$ cat config.mk
export PLATFORM = sky130hd
export DESIGN_NAME = vram_arbiter
export DESIGN_NICKNAME = d
export VERILOG_FILES = /design/src/rtl/vram_arb_pkg.sv /design/src/rtl/vram_fill_engine.sv /design/src/rtl/vram_arbiter.sv
export SDC_FILE = /design/constraint.sdc
export NUM_CORES = 1
export LEC_CHECK = 0
export ABC_AREA = 1
export BUFFER_PORTS_ARGS = -buffer_cell sky130_fd_sc_hd__buf_4
export CAP_MARGIN = 20
export CORE_MARGIN = 2
export CORE_UTILIZATION = 55
export CTS_BUF_LIST = sky130_fd_sc_hd__clkbuf_4 sky130_fd_sc_hd__clkbuf_8
export DETAILED_ROUTE_END_ITERATION = 8
export PLACE_DENSITY_LB_ADDON = 0.1
export SETUP_SLACK_MARGIN = 0.5
export SKIP_CTS_REPAIR_TIMING = 1
export SYNTH_ARGS = -nofsm -noshare
export SYNTH_HDL_FRONTEND = slang
export SYNTH_SLANG_ARGS = --single-unit
export TNS_END_PERCENT = 20
$ cat constraint.sdc
create_clock -name clk_a -period 7.95 [get_ports clk_a]
set_clock_uncertainty 0.2 [all_clocks]
set_input_delay 0.3975 -clock clk_a [delete_from_list [all_inputs] [get_ports clk_a]]
set_output_delay 0.3975 -clock clk_a [all_outputs]
set_load 0.05 [all_outputs]
$ cat src/rtl/vram_arb_pkg.sv
// vram_arb_pkg: shared types and helpers for the VRAM port-A arbiter
// Contents:
//   owner_e      which source owns port A in the current cycle
//   fill_state_e fill engine FSM states
//   be_all_mask  all-ones byte-enable mask for a given word width
package vram_arb_pkg;
    typedef enum logic [1:0] {OWN_NONE, OWN_HOST, OWN_AGENT, OWN_FILL} owner_e;
    typedef enum logic {FILL_IDLE, FILL_RUN} fill_state_e;
    // Callers truncate the result to DATA_WIDTH/8 bits to get BE_ALL.
    function automatic logic [127:0] be_all_mask(int dw);
        return (128'(1) << (dw / 8)) - 128'(1);
    endfunction
endpackage

$ cat src/rtl/vram_fill_engine.sv
// vram_fill_engine: range fill command FSM and write address generator
// Ports:
//   clk_a, rst            clock, async active-high reset
//   start_i               one-cycle fill command (accepted only when idle)
//   base_i, len_i, value_i  first word, word count (0..2^ADDR_WIDTH), fill word
//   gnt_i                 arbiter accepted the current fill write
//   busy_o                a fill is in progress and requesting port A
//   done_o                one-cycle completion pulse
//   req_addr_o, req_data_o  address and data of the pending fill write
module vram_fill_engine
    import vram_arb_pkg::*;
#(
    parameter int ADDR_WIDTH = 16,
    parameter int DATA_WIDTH = 32
) (
    input  logic                  clk_a,
    input  logic                  rst,
    input  logic                  start_i,
    input  logic [ADDR_WIDTH-1:0] base_i,
    input  logic [ADDR_WIDTH:0]   len_i,
    input  logic [DATA_WIDTH-1:0] value_i,
    input  logic                  gnt_i,
    output logic                  busy_o,
    output logic                  done_o,
    output logic [ADDR_WIDTH-1:0] req_addr_o,
    output logic [DATA_WIDTH-1:0] req_data_o
);
    fill_state_e state_q, state_d;
    logic [ADDR_WIDTH-1:0] base_q, cnt_q;
    logic [ADDR_WIDTH:0] len_q;
    logic [DATA_WIDTH-1:0] value_q;
    logic done_q, done_d, last;

    always_ff @(posedge clk_a or posedge rst)
        if (rst) state_q <= FILL_IDLE;
        else state_q <= state_d;

    // A zero-length command never enters RUN but still reports completion.
    always_comb begin
        last = {1'b0, cnt_q} == len_q - (ADDR_WIDTH + 1)'(1);
        state_d = state_q == FILL_IDLE ? (start_i && len_i != '0 ? FILL_RUN : FILL_IDLE)
                                       : (gnt_i && last ? FILL_IDLE : FILL_RUN);
        done_d = state_q == FILL_IDLE ? start_i && len_i == '0 : gnt_i && last;
    end

    // Address arithmetic wraps modulo 2^ADDR_WIDTH.
    always_comb begin
        busy_o = state_q == FILL_RUN;
        done_o = done_q;
        req_addr_o = base_q + cnt_q;
        req_data_o = value_q;
    end

    always_ff @(posedge clk_a or posedge rst)
        if (rst) begin
            base_q <= '0;
            len_q <= '0;
            value_q <= '0;
            cnt_q <= '0;
            done_q <= 1'b0;
        end else begin
            done_q <= done_d;
            if (state_q == FILL_IDLE && start_i) begin
                base_q <= base_i;
                len_q <= len_i;
                value_q <= value_i;
                cnt_q <= '0;
            end else if (state_q == FILL_RUN && gnt_i) begin
                cnt_q <= cnt_q + ADDR_WIDTH'(1);
            end
        end
endmodule

$ cat src/rtl/vram_arbiter.sv
// vram_arbiter: schedules BRAM port A between host, agent and fill engine
// Ports:
//   clk_a, rst                    clock, async active-high reset
//   h_* / a_*                     host / agent request, grant, one-cycle read return
//   fill_*                        fill command in, busy/done status out
//   bram_we/addr/wdata, bram_rdata  BRAM port A
// Optional macro VRAM_ARB_STATS_EN adds stats_clr and saturating grant
// counters stat_host, stat_agent, stat_fill.
module vram_arbiter
    import vram_arb_pkg::*;
#(
    parameter int ADDR_WIDTH   = 16,
    parameter int DATA_WIDTH   = 32,
    parameter int STARVE_LIMIT = 8
) (
    input  logic                    clk_a,
    input  logic                    rst,
    input  logic                    h_req,
    input  logic [DATA_WIDTH/8-1:0] h_we,
    input  logic [ADDR_WIDTH-1:0]   h_addr,
    input  logic [DATA_WIDTH-1:0]   h_wdata,
    output logic                    h_gnt,
    output logic                    h_rvalid,
    output logic [DATA_WIDTH-1:0]   h_rdata,
    input  logic                    a_req,
    input  logic [DATA_WIDTH/8-1:0] a_we,
    input  logic [ADDR_WIDTH-1:0]   a_addr,
    input  logic [DATA_WIDTH-1:0]   a_wdata,
    output logic                    a_gnt,
    output logic                    a_rvalid,
    output logic [DATA_WIDTH-1:0]   a_rdata,
    input  logic                    fill_start,
    input  logic [ADDR_WIDTH-1:0]   fill_base,
    input  logic [ADDR_WIDTH:0]     fill_len,
    input  logic [DATA_WIDTH-1:0]   fill_value,
    output logic                    fill_busy,
    output logic                    fill_done,
`ifdef VRAM_ARB_STATS_EN
    input  logic                    stats_clr,
    output logic [31:0]             stat_host,
    output logic [31:0]             stat_agent,
    output logic [31:0]             stat_fill,
`endif
    output logic [DATA_WIDTH/8-1:0] bram_we,
    output logic [ADDR_WIDTH-1:0]   bram_addr,
    output logic [DATA_WIDTH-1:0]   bram_wdata,
    input  logic [DATA_WIDTH-1:0]   bram_rdata
);
    localparam int BW = DATA_WIDTH / 8;
    localparam int SW = $clog2(STARVE_LIMIT + 1);
    localparam logic [BW-1:0] BE_ALL = BW'(be_all_mask(DATA_WIDTH));

    owner_e owner;
    logic forced, tie;
    logic last_host_q, last_host_d;
    logic [SW-1:0] starve_q, starve_d;
    logic [ADDR_WIDTH-1:0] addr_q, fill_addr;
    logic [DATA_WIDTH-1:0] wdata_q, fill_data;
    logic h_rv_q, a_rv_q;

    vram_fill_engine #(.ADDR_WIDTH(ADDR_WIDTH), .DATA_WIDTH(DATA_WIDTH)) u_fill (
        .clk_a     (clk_a),
        .rst       (rst),
        .start_i   (fill_start),
        .base_i    (fill_base),
        .len_i     (fill_len),
        .value_i   (fill_value),
        .gnt_i     (owner == OWN_FILL),
        .busy_o    (fill_busy),
        .done_o    (fill_done),
        .req_addr_o(fill_addr),
        .req_data_o(fill_data)
    );

    // last_host_q==0 means the agent won the last tie, so the host takes the
    // first tie after reset. Only ties move the round-robin pointer.
    always_comb begin
        forced = fill_busy && starve_q == SW'(STARVE_LIMIT);
        tie = h_req && a_req;
        owner = rst ? OWN_NONE
              : forced ? OWN_FILL
              : tie ? (last_host_q ? OWN_AGENT : OWN_HOST)
              : h_req ? OWN_HOST
              : a_req ? OWN_AGENT
              : fill_busy ? OWN_FILL : OWN_NONE;
        last_host_d = tie && !forced ? owner == OWN_HOST : last_host_q;
        starve_d = !fill_busy || owner == OWN_FILL ? '0 : starve_q + SW'(1);
        h_gnt = owner == OWN_HOST;
        a_gnt = owner == OWN_AGENT;
    end

    // Idle cycles keep the previous address/data on the bus.
    always_comb begin
        bram_we = owner == OWN_HOST ? h_we : owner == OWN_AGENT ? a_we
                : owner == OWN_FILL ? BE_ALL : '0;
        bram_addr = owner == OWN_HOST ? h_addr : owner == OWN_AGENT ? a_addr
                  : owner == OWN_FILL ? fill_addr : addr_q;
        bram_wdata = owner == OWN_HOST ? h_wdata : owner == OWN_AGENT ? a_wdata
                   : owner == OWN_FILL ? fill_data : wdata_q;
        h_rvalid = h_rv_q;
        a_rvalid = a_rv_q;
        h_rdata = bram_rdata;
        a_rdata = bram_rdata;
    end

    always_ff @(posedge clk_a or posedge rst)
        if (rst) begin
            last_host_q <= 1'b0;
            starve_q <= '0;
            addr_q <= '0;
            wdata_q <= '0;
            h_rv_q <= 1'b0;
            a_rv_q <= 1'b0;
        end else begin
            last_host_q <= last_host_d;
            starve_q <= starve_d;
            addr_q <= bram_addr;
            wdata_q <= bram_wdata;
            h_rv_q <= owner == OWN_HOST && h_we == '0;
            a_rv_q <= owner == OWN_AGENT && a_we == '0;
        end

`ifdef VRAM_ARB_STATS_EN
    logic [31:0] st_h_q, st_a_q, st_f_q;

    always_ff @(posedge clk_a or posedge rst)
        if (rst || stats_clr) begin
            st_h_q <= '0;
            st_a_q <= '0;
            st_f_q <= '0;
        end else begin
            if (owner == OWN_HOST && st_h_q != '1) st_h_q <= st_h_q + 32'd1;
            if (owner == OWN_AGENT && st_a_q != '1) st_a_q <= st_a_q + 32'd1;
            if (owner == OWN_FILL && st_f_q != '1) st_f_q <= st_f_q + 32'd1;
        end

    assign stat_host = st_h_q;
    assign stat_agent = st_a_q;
    assign stat_fill = st_f_q;
`endif
endmodule

; ---- Word-level counts from Yosys, hierarchy flattened
; Cells that the tools add are included.
[totals]
ff_bits = 138
in_bits = 206
output_inout_bits = 122
[classes]
n_addsub = 4
n_eq_ne = 5
mux = 23
n_bitwise = 1
n_reduce_logical = 18
[op_table]
columns = op, n
row1 = $mux W32, 3
row2 = $mux W16, 5
row3 = $eq A16 B17 Y1, 1
row4 = $logic_not A17 Y1, 1
row5 = $reduce_bool A17 Y1, 1
row6 = $sub A17 B1 Y17 const B, 1
row7 = $add A16 B1 Y16 const B, 1
row8 = $add A16 B16 Y16, 1
row9 = $mux W4, 4
row10 = $mux W2, 7
row11 = $logic_and A1 B1 Y1, 10
row12 = $logic_not A4 Y1, 2
row13 = $add A4 B1 Y4 const B, 1
row14 = $eq A2 B2 Y1 const B, 2
row15 = $eq A4 B4 Y1 const B, 1
row16 = $mux W1, 4
row17 = $eq A2 B1 Y1 const B, 1
row18 = $logic_not A1 Y1, 2
row19 = $reduce_bool A2 Y1, 1
row20 = $logic_or A1 B1 Y1, 1
row21 = $not A1 Y1, 1

; ---- Longest topological paths before layout
; Gate-level depths: netlist of the first run.
[depth]
ltp_word = 10
mapped_depth = 14
depth_no_buf = 14

; ---- Cells and area by module
; Synthesis of the first run repeated with hierarchy kept, for this count alone.
[unflattened]
hier_cells = 1313
area_unflattened_um2 = 9088.7
[by_module_without_submodules]
columns = module, n_inst, cells_each, area_per_inst_um2, seq_area_each_um2
row1 = vram_fill_engine, 1, 695, 4971.0, 2077.0
row2 = vram_arbiter, 1, 618, 4117.7, 1376.3

; ---- Least setup slack after synthesis of the first run
; OpenSTA, ideal clock, no wires.
[synth_timing]
kind = input-to-output
start = input rst
end = output bram_wdata[16]
arrival_time_ns = 5.303
required_time_ns = 7.352
setup_slack_ns = 2.050
stages = 6
n_path_buf = 1
cell_sequence = inv_1 nand2_1 nor2_4 buf_2 a21oi_1 a31oi_1
[synth_between]
word_cells_on_any_way = 7
[synth_lines]
columns = element, line_no
row1 = "start, declared", vram_arbiter.sv:17  ; input logic rst,
row2 = $mux W2, vram_arbiter.sv:80  ; owner = rst ? OWN_NONE
row3 = $eq A2 B1 Y1, -
row4 = named net h_gnt, vram_arbiter.sv:22  ; output logic h_gnt,
row5 = $mux W32, vram_arbiter.sv:98  ; bram_wdata = owner == OWN_HOST ? h_wdata : owner == OWN_AGENT ? a_wdata
row6 = "end, declared", vram_arbiter.sv:46  ; output logic [DATA_WIDTH-1:0] bram_wdata,
; The timed path passes the listed nets, and every way through them passes these cells.

; ---- Worst setup path in the final report of the first run
[layout_timing]
start = input rst
end = output bram_addr[2]
[layout_between]
elab_chain_len = 5
word_cells_on_any_way = 7
[layout_rtl]
columns = element, line_no
row1 = $mux W2 *, vram_arbiter.sv:80
row2 = $eq A2 B2 Y1, vram_arbiter.sv:97  ; : owner == OWN_FILL ? fill_addr : addr_q;
row3 = $mux W16, vram_arbiter.sv:97
row4 = $mux W16, vram_arbiter.sv:96  ; bram_addr = owner == OWN_HOST ? h_addr : owner == OWN_AGENT ? a_addr
row5 = $mux W16 *, vram_arbiter.sv:96
row6 = "end, declared", vram_arbiter.sv:45  ; output logic [ADDR_WIDTH-1:0] bram_addr,
; Every way passes the cells marked *; elsewhere a longest branch is shown, timed or not.

==> results.toml, run 1 <==
[worst_setup_path]
path_max_fanout = 68
critical_path_class = "in -> out"
cp-start-kind = "input pin"
slowest_delay_ps = 560
crit_path_frequent_cell = "buf_4"
required_ps = 7350
cp-end-kind = "output port"
crit_arrival_ps = 3660
worst_path_max_delay_cell = "inv_2"
crit_chain = "dlygate4sd3_1 > buf_4 > inv_6 > nand2_1 > nor2_4 > buf_4 > inv_2 > o311ai_1 > o21ai_1 > inv_1 > buf_4"

[floorplan]
std_cell_rows = 45
die_area_um2 = 16300
die_w_um = 128
start_util_pct = 55.9
core_area_um2 = 15100
die_y_um = 128
ios = 328

[global_routing]
antenna_found_initial = 1
grt_pass1_wl_um = 38000
grt_start_max_net_pins = 85
grt_pass1_vias = 7587
grtUsageMet3_pct = 7.30
grt.busiest_layer = "met2"
grt_use_met1_pct = 36.6
gr-total-overflow = 0
grt_usage_pct = 29.8
grtUsageMet2_pct = 50.6

[drt]
dr.pass1.iters = 6
drtIter0Drc = 529
postRouteAntennaNets = 0
finalWirelength_um = 25500
drcViolationCount = 0
wire_per_inst_um = 16.3
vias = 8319
viasPerCell = 5.32

[clocking]
numClockSinks = 138
numCtsBuffers = 17
cts_tree = "done"
cts_max_path_buffers = 2
clk_pin_slew_worst_paths_ps = 70
cts-root-buf = "clkbuf_8"
h-tree-depth = 4
clock_latency_ps = 470

[timing]
fmax_ghz = 0.235
slew_violations = 0
finalWorstSetupSlack_ps = 3690
post-route-min-period_ps = 4260
hold_viol = 0
tightestPinTransition_ps = 1020
fin_crit_sh_pct = 53.5
setup_tns_ps = 0
rsz0062_at_grt = "false"
setup_viol_count_final = 0
slew_headroom_pct = 31.9

[synthesis]
synth-simple-area-share_pct = 27.6
synthCells = 1135
ys_seq_area_share_pct = 40.9
synth_top_family_by_area = "simple AND/OR/NAND/NOR gates"
netlist.area_leader.share_pct = 40.9
synth_area_leaders = "dfrtp_1 41%, nand2_1 15%, buf_4 6.1%"
synth_ff_type = "dfrtp_1"
ys_seq_elements = 138
avgSynthCellArea_um2 = 7.43
synthMuxAreaShare_pct = 0
synthesis.nets = 1361
synth-adder-area-share_pct = 3.06
synth_edf_count = 0
synth_compound_area_share_pct = 13.2
ys_types = 46
yosysTopAreaCell = "dfrtp_1"
synth_xor_area_share_pct = 2.60
async_flop_share_pct = 100
synth_area_um2 = 8440
yosys_warnings = 0

[pwr]
ir_worst_vdd_mv = 0.152
switching_share_pct = 43.9
leakagePower_uw = 0.00559
p_int_uw = 1590
finalPower_uw = 2840
p_clk_share_pct = 20.1
p_seq_share_pct = 34.8
power.density_nw_per_um2 = 258
combPwrFrac_pct = 45.1
power_switching_uw = 1250

[outcome]
status = "complete, no violations"

[job]
cap_violations = 0

[placed_design]
dp.final_hpwl_um = 17300
port-buffer-count = 231
place_area_um2 = 9750
place.gp.congestion = 0.925
dp_slack_ps = 4240

[final_layout]
area_delta_synth_final_pct = 30.2
finish.instance_area_um2 = 11000
drive_above_1_share_pct = 21.0
post-route-util_pct = 72.8
final_nets = 1590
insertedDiodeCount = 0

[min_path]
hold_path_class = "in -> reg"
-- cell usage after synthesis, types with 2 or more instances --
library cell / n
xor2_1: 16
a21oi_1: 85
o21a_1: 3
nor2_1: 103
dfrtp_1: 138
a21o_1: 2
nand3b_1: 3
buf_4: 69
xnor2_1: 9
nand2_4: 3
clkbuf_1: 19
o21bai_1: 4
o21ai_1: 13
nor2_4: 2
ha_1: 19
inv_2: 4
inv_1: 89
o22ai_1: 7
and2_1: 3
nand3_1: 66
a221o_1: 2
a31oi_1: 10
nand4_1: 11
nand2_1: 345
nor3_1: 4
a22oi_1: 19
buf_2: 18
o21ai_0: 38
o221ai_1: 3
nor4_1: 5
o211ai_1: 5
or2_2: 2
buf_6: 3
-- critical path, delay by kind of cell --
kind / cells / cell delay (ps)
simple gates: 2 / 280
buf+inv: 7 / 2510
compound gates: 2 / 400
-- stage by stage --
stage                     hold WS, ps  instances
after floorplan                   242       1135
after global placement            255       1448
after detailed placement          259       1449
after CTS                        -177       1481
after global routing            -7.72       1565
final                            6.10       1565
-- power groups by stage --
stage	logic [µW]	clock network (µW)	registers [µW]
after CTS	1240	576	983
after global routing	1390	608	1010
after global placement	1220	0	992
after detailed placement	1230	0	994
after floorplan	979	0	956
final	1280	570	989
-- final timing paths --
kind,start,to,slack (ps),cells after the start
max in group asynchronous,rst,u_fill.req_data_o[7],5700,4
min in group asynchronous,rst,u_fill.len_q[0],370,3
min reg2reg,u_fill.req_data_o[23],u_fill.req_data_o[23],270,2
max,rst,bram_addr[2],3690,11
min,fill_start,u_fill.busy_o,6,3
max reg2reg,u_fill.busy_o,h_rvalid,4570,10
-- cells by family (layout without fill, tap and decap cells) --
group                    count (synthesis)  count (layout)
AO/OA/AOI/OAI                          195             195
XOR/XNOR                                25              25
adder cells (fa/ha/maj)                 20              20
buffers and inverters                  203             445
flip-flops                             138             138
AND/OR/NAND/NOR                        554             554
-- sequential cells by signal (all words and copies together) (netlist names) --
name               flops
starve_q               4
u_fill.cnt_q          16
u_fill.done_o          1
u_fill.req_data_o     32
wdata_q               32
addr_q                16
u_fill.base_q         16
u_fill.len_q          17
last_host_q            1
a_rvalid               1
h_rvalid               1
u_fill.busy_o          1
-- cell type report --
type | count | area [µm²]
tap | 188 | 235
timing repair buffer | 320 | 2630
multi-input combinational | 794 | 3920
inverter | 93 | 354
clock inverter | 11 | 113
sequential | 138 | 3450
clock buffer | 21 | 277
fill | 1230 | 4110
-- cell usage in the layout (no fill, tap or decap), types with 2 or more instances in the layout --
master / n
nand2_1: 345
buf_4: 235
dfrtp_1: 138
nor2_1: 102
inv_1: 87
a21oi_1: 85
dlygate4sd3_1: 84
nand3_1: 66
o21ai_0: 38
a22oi_1: 19
ha_1: 19
clkbuf_8: 19
xor2_1: 16
o21ai_1: 13
nand4_1: 11
a31oi_1: 10
xnor2_1: 9
o22ai_1: 7
inv_2: 5
nor4_1: 5
o211ai_1: 5
clkinv_4: 5
inv_6: 4
nor3_1: 4
o21bai_1: 4
nor2_4: 3
nand2_4: 3
o21a_1: 3
and2_1: 3
o221ai_1: 3
nand3b_1: 3
a21o_1: 2
or2_2: 2
a221o_1: 2
clkbuf_4: 2
-- routing by layer --
layer / share of wire [%] / up-vias / routed length (µm)
met5: 0.051 / - / 13
met4: 3.3 / 2 / 835
met3: 6.7 / 65 / 1720
met2: 51 / 299 / 13000
met1: 39 / 3866 / 9970
li1: - / 4087 / -
Power figures use the tool's default switching activity.
==> run 2, diff against run 1 <==
--- a/config.mk
+++ b/config.mk
@@ -9,7 +9,7 @@
 export BUFFER_PORTS_ARGS = -buffer_cell sky130_fd_sc_hd__buf_4
 export CAP_MARGIN = 20
 export CORE_MARGIN = 2
-export CORE_UTILIZATION = 55
+export CORE_UTILIZATION = 51
 export CTS_BUF_LIST = sky130_fd_sc_hd__clkbuf_4 sky130_fd_sc_hd__clkbuf_8
 export DETAILED_ROUTE_END_ITERATION = 8
 export PLACE_DENSITY_LB_ADDON = 0.1
==> constraint.sdc (replaced) <==
create_clock -name clk_a -period 4.15 [get_ports clk_a]
set_clock_uncertainty 0.2 [all_clocks]
set_input_delay 0.2075 -clock clk_a [delete_from_list [all_inputs] [get_ports clk_a]]
set_output_delay 0.2075 -clock clk_a [all_outputs]
set_load 0.05 [all_outputs]
==> run 2 against run 1 <==
  * Clock-buffer cell count fell by 4
  * Sequential share of layout area fell by 3.5 points
  * Power rose by 110%
  * Global-route usage fell by 0.93 points
  * Cell count rose by 7.9%
  * Largest power group unchanged
==> results.toml, run 2 (synthesis gave the netlist of run 1 again) <==
[drt]
vias = 8929
wire_per_inst_um = 16.8
viasPerCell = 5.29
finalWirelength_um = 28300
drtIter0Drc = 641
drcViolationCount = 0
postRouteAntennaNets = 0
dr.pass1.iters = 5

[floorplan]
start_util_pct = 51.6
std_cell_rows = 47
core_area_um2 = 16300
die_y_um = 133
ios = 328
die_w_um = 133
die_area_um2 = 17600

[worst_setup_path]
rr_worst_depth = 13
critical_path_class = "reg -> out"
cp-start-kind = "flop"
ff2ff_setup_slack_ps = 930
required_ps = 3740
worst_path_max_delay_cell = "inv_2"
path_max_fanout = 52
r2r-end = "addr_q[2]"
cp-end-kind = "output port"
crit_arrival_ps = 3050
path_buf_inv = 4
worstSetupStartpoint = "starve_q[0]"
path_delay_family = "buffers and inverters"
slowest_delay_ps = 720
crit_chain = "inv_1 > ha_1 > nand2_1 > inv_2 > nand2_4 > nand2_4 > nand2_1 > nor2_4 > inv_2 > nor2_1 > a31oi_4 > buf_4"
reg2reg_from = "starve_q[0]"

[clocking]
numClockSinks = 138
h-tree-depth = 4
cts-root-buf = "clkbuf_8"
numCtsBuffers = 17
cts_tree = "done"
clk_pin_slew_worst_paths_ps = 80
cts_max_path_buffers = 2
clock_latency_ps = 470

[placed_design]
place_area_um2 = 10200
dpl.cell_count = 1487
dp.final_hpwl_um = 18700
port-buffer-count = 231
place.gp.congestion = 0.937

[final_layout]
num-fill-cells = 1215
drive_above_1_share_pct = 22.9
area_delta_synth_final_pct = 46.4
final_nets = 1681
regArea_um2 = 3450
layout_common_cells = "343 x nand2_1, 242 x buf_4, 169 x dlygate4sd3_1, 138 x dfrtp_1, 102 x nor2_1"
finish.instance_area_um2 = 12400
multiInputGateArea_um2 = 4340
final_common_cell = "nand2_1"
finalNonFillerCells = 1689

[pwr]
ir_worst_vdd_mv = 0.314
power.density_nw_per_um2 = 490
leakagePower_uw = 0.00604

[min_path]
worstHoldEndpoint = "a_rdata[17]"
hp-start = "bram_rdata[17]"
hold_depth = 0
hold_path_class = "in -> out"

[timing]
setup_viol_count_final = 0
slew_headroom_pct = 32.0
rsz0062_at_grt = "false"
setup_tns_ps = 0
slew_violations = 0
tightestPinTransition_ps = 1020
post-route-min-period_ps = 3450
fmax_ghz = 0.290
fin_crit_sh_pct = 83.2
hold_viol = 0

[global_routing]
gr-total-overflow = 0
antenna_found_initial = 1
grt_pass1_wl_um = 40300
grt_usage_pct = 28.9
grt_pass1_vias = 7807
grt_start_max_net_pins = 84

[job]
cap_violations = 0

[outcome]
status = "complete, no violations"
run 2: changes by cell type in the layout (fill, tap and decap cells not counted), sizes merged:
cell and change:
buf +6, bufinv +1, clkbuf -4, clkinv -3
clkinvlp +3, diode +1, dlygate4sd3 +85, inv +3
run 2: stage by stage:
step                worst slack, ps  power, µW  utilization, %  hold WS [ps]
floorplan                       230       3900               -          72.0
global placement               1290       4460            62.6           188
detailed placement             1240       4500            62.6           183
CTS                             730       5690            65.2          -316
global route                    525       6380            75.5           215
finish                          697       6060            75.5           215
run 2: worst reg2reg max path, stage by stage (launching register included):
cell	delay, ps
dfrtp_1	400
inv_1	80
ha_1	210
nand2_1	80
inv_2	50
nand2_4	90
nand2_4	80
nand2_1	110
nor2_4	50
inv_2	720
o311ai_1	250
o21ai_1	140
inv_1	80
dlygate4sd3_1	570
run 2: worst max-delay path by stage:
stage / to / slack [ps] / cells after the start
2_1_floorplan: bram_addr[9] / 230 / 7
3_3_place_gp: bram_addr[0] / 1290 / 12
3_5_place_dp: bram_wdata[19] / 1240 / 12
4_1_cts: bram_wdata[19] / 730 / 12
5_1_grt: bram_addr[2] / 530 / 13
6_report: bram_wdata[19] / 700 / 12
run 2: cell type report:
cell class	count	area share, %
Clock inverter	15	1.49
Sequential cell	138	28.0
Antenna cell	1	0.0203
Timing Repair Buffer	411	28.4
Clock buffer	17	1.89
Multi-Input combinational cell	794	35.1
Inverter	93	2.88
Tap cell	220	2.23
run 2: routing by layer:
| layer | part of all wire (%) | GRT usage, % | up-vias |
|---|---|---|---|
| met4 | 3.4 | 10.7 | 0 |
| met3 | 6.5 | 6.13 | 95 |
| li1 | - | - | 4273 |
| met5 | 0 | 0 | - |
| met2 | 50 | 48.4 | 375 |
| met1 | 40 | 36.9 | 4186 |
run 2: where the power goes:
group          switching [µW]  total (µW)  internal [µW]
Sequential                255        1910           1660
Combinational            1770        2970           1200
Clock                     620        1180            559
